$ cat config.mk
export PLATFORM = sky130hd
export DESIGN_NAME = race_phase_sequencer
export DESIGN_NICKNAME = d
export VERILOG_FILES = /design/src/rtl/race_phase_sequencer.sv
export SDC_FILE = /design/constraint.sdc
export NUM_CORES = 1
export LEC_CHECK = 0
export BUFFER_PORTS_ARGS = -buffer_cell sky130_fd_sc_hd__buf_2
export CORE_MARGIN = 2
export CORE_UTILIZATION = 35
export DETAILED_ROUTE_END_ITERATION = 10
export PLACE_DENSITY = 0.57
export SETUP_SLACK_MARGIN = 0.3
export SYNTH_ARGS = -nofsm -noshare
export SYNTH_HDL_FRONTEND = slang
export SYNTH_SLANG_ARGS = --single-unit
$ cat constraint.sdc
create_clock -name clk -period 4.8 [get_ports clk]
set_input_delay 0.72 -clock clk [delete_from_list [all_inputs] [get_ports clk]]
set_output_delay 0.72 -clock clk [all_outputs]
set_load 0.01 [all_outputs]
$ cat src/rtl/race_phase_sequencer.sv
// Race game-phase FSM: countdown, race, crash recovery, finish and game over.
// Latency: every output is registered; a phase change appears the cycle after its trigger edge.
// No handshake: single-cycle pulse inputs are consumed in the cycle they arrive, never stalled.
module race_phase_sequencer #(
  parameter int COUNTDOWN_SEC = 3,
  parameter int CRASH_SEC     = 2,
  parameter int FUEL_INIT     = 99,
  parameter int CRASH_PENALTY = 5,
  parameter int FINISH_DIST   = 1000,
  parameter int DIST_W        = 10
) (
  input  logic              clk,
  input  logic              reset,
  input  logic              start_req,
  input  logic              one_sec,
  input  logic              start_of_frame,
  input  logic [1:0]        speed,
  input  logic              collision,
  output logic [2:0]        phase,
  output logic              brake,
  output logic [1:0]        countdown,
  output logic [6:0]        fuel,
  output logic [DIST_W-1:0] distance,
  output logic              crash_blink,
  output logic              win,
  output logic              game_over
);

  typedef enum logic [2:0] {
    S_IDLE      = 3'd0,
    S_COUNTDOWN = 3'd1,
    S_RACE      = 3'd2,
    S_CRASH     = 3'd3,
    S_FINISH    = 3'd4,
    S_OVER      = 3'd5
  } state_t;

  localparam logic [1:0]        CD_LOAD    = COUNTDOWN_SEC[1:0];
  localparam logic [1:0]        CRASH_LOAD = CRASH_SEC[1:0];
  localparam logic [6:0]        FUEL_LOAD  = FUEL_INIT[6:0];
  localparam logic [6:0]        PENALTY    = CRASH_PENALTY[6:0];
  localparam logic [DIST_W-1:0] DIST_MAX   = FINISH_DIST[DIST_W-1:0];

  state_t            state, state_n;
  logic [1:0]        countdown_n;
  logic [6:0]        fuel_n;
  logic [DIST_W-1:0] distance_n;
  logic [2:0]        frame_cnt, frame_cnt_n;

  logic [1:0]        speed_eff;
  logic [DIST_W:0]   dist_sum;
  logic [DIST_W-1:0] dist_acc;
  logic [6:0]        fuel_acc;
  logic [6:0]        fuel_after;
  logic [6:0]        fuel_crash;

  assign phase = state;

  // Saturating arithmetic for distance gain, fuel burn and the crash penalty.
  always_comb begin
    speed_eff  = (speed == 2'd3) ? 2'd2 : speed;
    dist_sum   = {1'b0, distance} + {{(DIST_W-1){1'b0}}, speed_eff};
    dist_acc   = (dist_sum >= {1'b0, DIST_MAX}) ? DIST_MAX : dist_sum[DIST_W-1:0];
    fuel_acc   = (fuel > {5'd0, speed_eff}) ? (fuel - {5'd0, speed_eff}) : 7'd0;
    fuel_after = one_sec ? fuel_acc : fuel;
    fuel_crash = (fuel_after > PENALTY) ? (fuel_after - PENALTY) : 7'd0;
  end

  // Next-state and next-counter logic; exits from RACE look at the registered values.
  always_comb begin
    state_n     = state;
    countdown_n = countdown;
    fuel_n      = fuel;
    distance_n  = distance;
    frame_cnt_n = frame_cnt;
    case (state)
      S_IDLE, S_FINISH: begin
        if (start_req) begin
          state_n     = S_COUNTDOWN;
          countdown_n = CD_LOAD;
          fuel_n      = FUEL_LOAD;
          distance_n  = '0;
        end
      end
      S_COUNTDOWN: begin
        if (one_sec) begin
          if (countdown == 2'd1) begin
            state_n     = S_RACE;
            countdown_n = 2'd0;
          end else begin
            countdown_n = countdown - 2'd1;
          end
        end
      end
      S_RACE: begin
        if (start_of_frame) distance_n = dist_acc;
        if (one_sec)        fuel_n     = fuel_acc;
        if (distance == DIST_MAX) begin
          state_n = S_FINISH;
        end else if (fuel == 7'd0) begin
          state_n = S_OVER;
        end else if (collision) begin
          state_n     = S_CRASH;
          countdown_n = CRASH_LOAD;
          fuel_n      = fuel_crash;
          frame_cnt_n = 3'd0;
        end
      end
      S_CRASH: begin
        if (start_of_frame) frame_cnt_n = frame_cnt + 3'd1;
        if (one_sec) begin
          if (countdown == 2'd1) begin
            countdown_n = 2'd0;
            state_n     = (fuel == 7'd0) ? S_OVER : S_RACE;
          end else begin
            countdown_n = countdown - 2'd1;
          end
        end
      end
      S_OVER: begin
        if (start_req) state_n = S_IDLE;
      end
      default: state_n = S_IDLE;
    endcase
  end

  // State, counters and decoded HUD outputs all update together.
  always_ff @(posedge clk) begin
    if (reset) begin
      state       <= S_IDLE;
      countdown   <= CD_LOAD;
      fuel        <= FUEL_LOAD;
      distance    <= '0;
      frame_cnt   <= 3'd0;
      brake       <= 1'b0;
      crash_blink <= 1'b0;
      win         <= 1'b0;
      game_over   <= 1'b0;
    end else begin
      state       <= state_n;
      countdown   <= countdown_n;
      fuel        <= fuel_n;
      distance    <= distance_n;
      frame_cnt   <= frame_cnt_n;
      brake       <= (state_n == S_RACE);
      crash_blink <= (state_n == S_CRASH) && frame_cnt_n[2];
      win         <= (state_n == S_FINISH);
      game_over   <= (state_n == S_OVER);
    end
  end

endmodule

==> Implementation_results.wiki <==
{| class="wikitable"
! Metric !! Value
|-
| Run status || finished clean
|-
| Initial core utilization || 36.1%
|-
| Via density per instance || 5.54
|-
| Data required time at the worst endpoint || 4.96 ns
|-
| Placeable Area || 5890 um^2
|-
| Met1 wire length || 2810 um
|-
| Share of the synthesized area in compound gates (AO/OA/AOI/OAI) || 27.0%
|-
| Utilization of the core after routing || 41.4%
|-
| Xor/xnor cell area share of the yosys netlist || under 10%
|-
| Routed length on met2 || 2530 um
|-
| Worst hold path type || flop to flop
|-
| Cell count along the critical path || 14
|-
| Pin count of the biggest net entering global routing || 26
|-
| Global-route wire length before repair || approximately 9000 um
|-
| Number of instances on the worst hold path || 2
|-
| Buffer and inverter count on the worst path || 3
|-
| IR drop worst, VDD || 0.139 mV
|-
| Final Net Count || 327
|-
| Die boundary height || about 80 um
|-
| Main combinational cell family by area after synthesis || simple AND/OR/NAND/NOR gates
|-
| Critical Path Fanout Max || 5
|-
| Max Cap Violations || 0
|-
| Share of synthesized area occupied by flip-flops and latches || 27.3%
|-
| RD Place Congestion || 0.906
|-
| Part of the cycle the worst path needs || 70.3%
|-
| Final period demand of the worst path || about 3.4 ns
|-
| Mean post-synth cell area || 7.56 um^2
|-
| Flip-flop cell with the highest count after synthesis || dfxtp_1
|-
| Number of global-route vias before repair || 1950
|-
| Nets in the synthesized netlist || between 200 and 300
|-
| Chain of cells forming the critical path || buf_2, inv_1, ha_1, nor2b_1, o21ai_0, a21oi_1, mux2i_1, ha_1, inv_1, a31oi_1, o221ai_1, a21oi_1, mux2i_1, a211oi_1
|-
| Crit path DAT || 3.53 ns
|-
| Lkg Pwr || between 0.9 and 1 nW
|-
| Post-CTS setup-driven buffer insertion count || 0
|-
| Number of antenna violations at the first check in global routing || 0
|-
| CP max stage delay || ~0.43 ns
|-
| Row count || 28
|-
| Number of pins exceeding their max-slew limit in the final report || 0
|-
| Setup TNS || 0 ns
|-
| Maximum root-to-sink buffer count || 2
|-
| Synth Register Bits || 29
|-
| Multiplexer share of the synthesized area || under 10%
|-
| Total clock sinks || 29
|-
| Sort of element at the start of the critical path || input port
|-
| Total number of vias || around 2100
|-
| Setup repair after global routing missed its margin || no
|-
| Internal reg-to-reg setup slack || 1.54 ns
|-
| Clock tree from TritonCTS || done
|-
| Number of buffers inserted during clock tree synthesis || 5
|-
| Post-synth EDFFs || 0
|-
| CTS HTree Levels || 2
|-
| Proportion of layout cells with a drive suffix above 1 || 15.8%
|-
| Resize count post-CTS || 0
|-
| Total global routing track utilization || between 15 and 20%
|-
| Mapped Area || 2120 um^2
|-
| R2R cell count || 12
|-
| Die span in x || 81.9 um
|-
| Worst path top cell family by delay || compound AO/OA/AOI/OAI gates
|-
| Post-synthesis cell type count || 59
|-
| Port bufs || 33
|-
| Share of async-settable or async-resettable flops after synthesis || 0%
|-
| Library cell with the largest summed area after synthesis || dfxtp_1
|-
| Dominant cells by area after synthesis || dfxtp_1 27%, a21oi_1 6.8%, nand2_1 6.0%, ha_1 4.7%, o21ai_0 4.5%
|-
| Total Die Area || 6710 um^2
|-
| Number of search-and-repair iterations in the first detailed-routing pass || 5
|-
| Top Layer Used || met4
|-
| Hold buffer count at cts || 0
|-
| Synthesized-area fraction occupied by and/or/nand/nor cells || 29.0%
|-
| Power per cell area || 214 nW/um^2
|-
| Final routed wire length divided by cell count || about 15 um
|-
| Count of final hold-check violations || 0
|-
| DRT iter0 DRCs || 89
|-
| CTS root buffer || clkbuf_8
|-
| YS warnings || 0
|-
| Highest clock rate || ~300 MHz
|-
| GRT Residual Overflow || 0
|-
| Transition time of the tightest slew-check pin || about 0.9 ns
|-
| WS Path Type || input port to flop
|-
| Clock input transition at the sequential cells of the worst setup and hold paths || ~0.07 ns
|-
| Area Growth Syn to Fin || 14.7%
|-
| Antenna diode instance count || 0
|-
| Number of primary I/O pins || 34
|-
| Skew-Pair Late Insertion Delay || 0.28 ns
|-
| Worst setup EP type || flop
|-
| Post-synthesis share of cell area spent on full adders, half adders and majority gates || between 6 and 7%
|-
| Relative slew slack || 39.3%
|-
| Met3 Routed Length || 258 um
|-
| HPWL after detailed placement || around 4100 um
|-
| Detailed-route wire length || 5660 um
|-
| Remaining antenna violation count after routing || 0
|-
| Fraction of synthesized cell area taken by the top area cell type || 27.3%
|-
| Remaining routing DRC violations || 0
|-
| Clock skew || ~0.0018 ns
|-
| Slowest cell on the critical path || o21ai_0
|-
| Count of endpoints failing setup in the final report || 0
|-
| Instance count of the mapped netlist || 281
|}
## cell type report
class | instances | area, um^2
Fill cell | 650 | 3450
Timing Repair Buffer | 33 | 165
Inverter | 13 | 48.8
Clock inverter | 1 | 5.00
Multi-Input combinational cell | 227 | 1450
Clock buffer | 7 | 96.3
Sequential cell | 29 | 581
Tap cell | 75 | 93.8
## where the power goes
part | internal [mW] | total, mW | switching [mW]
clock | 0.129 | 0.227 | 0.0971
sequential | 0.242 | 0.245 | 0.00297
combinational | 0.0184 | 0.0497 | 0.0313
total | 0.390 | 0.521 | 0.131
## worst min-delay path: cells and delay by family, from the launching register on
family          cells  cell delay (ns)
compound gates      2             0.15
flops               1             0.32
## flip-flops by register name (all words and copies together) (netlist names)
register / count
distance: 10
fuel: 7
frame_cnt: 3
phase: 3
countdown: 2
brake: 1
crash_blink: 1
game_over: 1
win: 1
## cells in the final DEF (no fill, tap or decap), types with 2 or more instances in the layout
cell type / instances
and3_1: 6
mux2i_1: 4
or2_2: 3
buf_2: 33
nor3b_1: 3
a32oi_1: 2
dfxtp_1: 29
a211o_1: 4
and2_1: 3
a31oi_1: 2
o21ai_0: 19
clkbuf_8: 7
ha_1: 8
nor4_1: 3
a21oi_1: 29
nor3_1: 5
nand3b_1: 2
nand2_1: 34
nand2b_1: 4
or3_1: 4
a211oi_1: 3
nand3_1: 6
o31ai_1: 3
o221ai_1: 2
fa_1: 2
o211ai_1: 3
nor2b_1: 11
inv_1: 13
a22oi_1: 2
or3b_2: 2
xnor2_1: 2
xor2_1: 7
nand4_1: 3
a21o_1: 4
nor2_1: 18
## final timing paths
| kind | from | endpoint |
|---|---|---|
| max | speed[1] | fuel[6] |
| min | frame_cnt[1] | frame_cnt[1] |
| max reg2reg | fuel[1] | fuel[6] |
| min reg2reg | frame_cnt[1] | frame_cnt[1] |
## per-layer routing
| metal | track usage, % | vias to the layer above |
|---|---|---|
| met1 | 24.4 | 988 |
| met5 | 0 | - |
| met3 | 2.97 | 10 |
| li1 | - | 1084 |
| met4 | 6.67 | 0 |
| met2 | 27.2 | 52 |
## stage by stage
stage / hold WS, ns / worst slack, ns / cells / instance area (um^2) / power, mW
3_5_place_dp: 0.497 / 1.19 / 377 / 2340 / 0.300
4_1_cts: 0.508 / 1.49 / 385 / 2440 / 0.529
3_3_place_gp: 0.491 / 1.24 / 377 / 2340 / 0.300
6_report: 0.508 / 1.43 / 385 / 2440 / 0.521
2_1_floorplan: 0.472 / 1.81 / 281 / 2120 / 0.285
5_1_grt: 0.521 / 1.21 / 385 / 2440 / 0.546
## Yosys cell counts, types with 2 or more instances
cell type / instances
a21o_1: 4
a22oi_1: 2
dfxtp_1: 29
nor2b_1: 11
xnor2_1: 2
buf_2: 2
fa_1: 2
o21ai_0: 19
nand2b_1: 4
nor3b_1: 3
o211ai_1: 3
a31oi_1: 2
a21oi_1: 29
nand3b_1: 2
nand4_1: 3
or3b_2: 2
nand2_1: 34
or3_1: 4
o31ai_1: 3
mux2i_1: 4
xor2_1: 7
a211o_1: 4
inv_1: 13
nor4_1: 3
o221ai_1: 2
ha_1: 8
nor3_1: 5
and2_1: 3
clkbuf_1: 10
nand3_1: 6
and3_1: 6
or2_2: 3
nor2_1: 18
a32oi_1: 2
a211oi_1: 3
## kinds of logic after synthesis
group	Yosys count
adder cells (fa/ha/maj)	10
flip-flops	29
multiplexers	4
AO/OA/AOI/OAI	88
buffers and inverters	25
AND/OR/NAND/NOR	116
XOR/XNOR	9
Power figures use the tool's default switching activity.
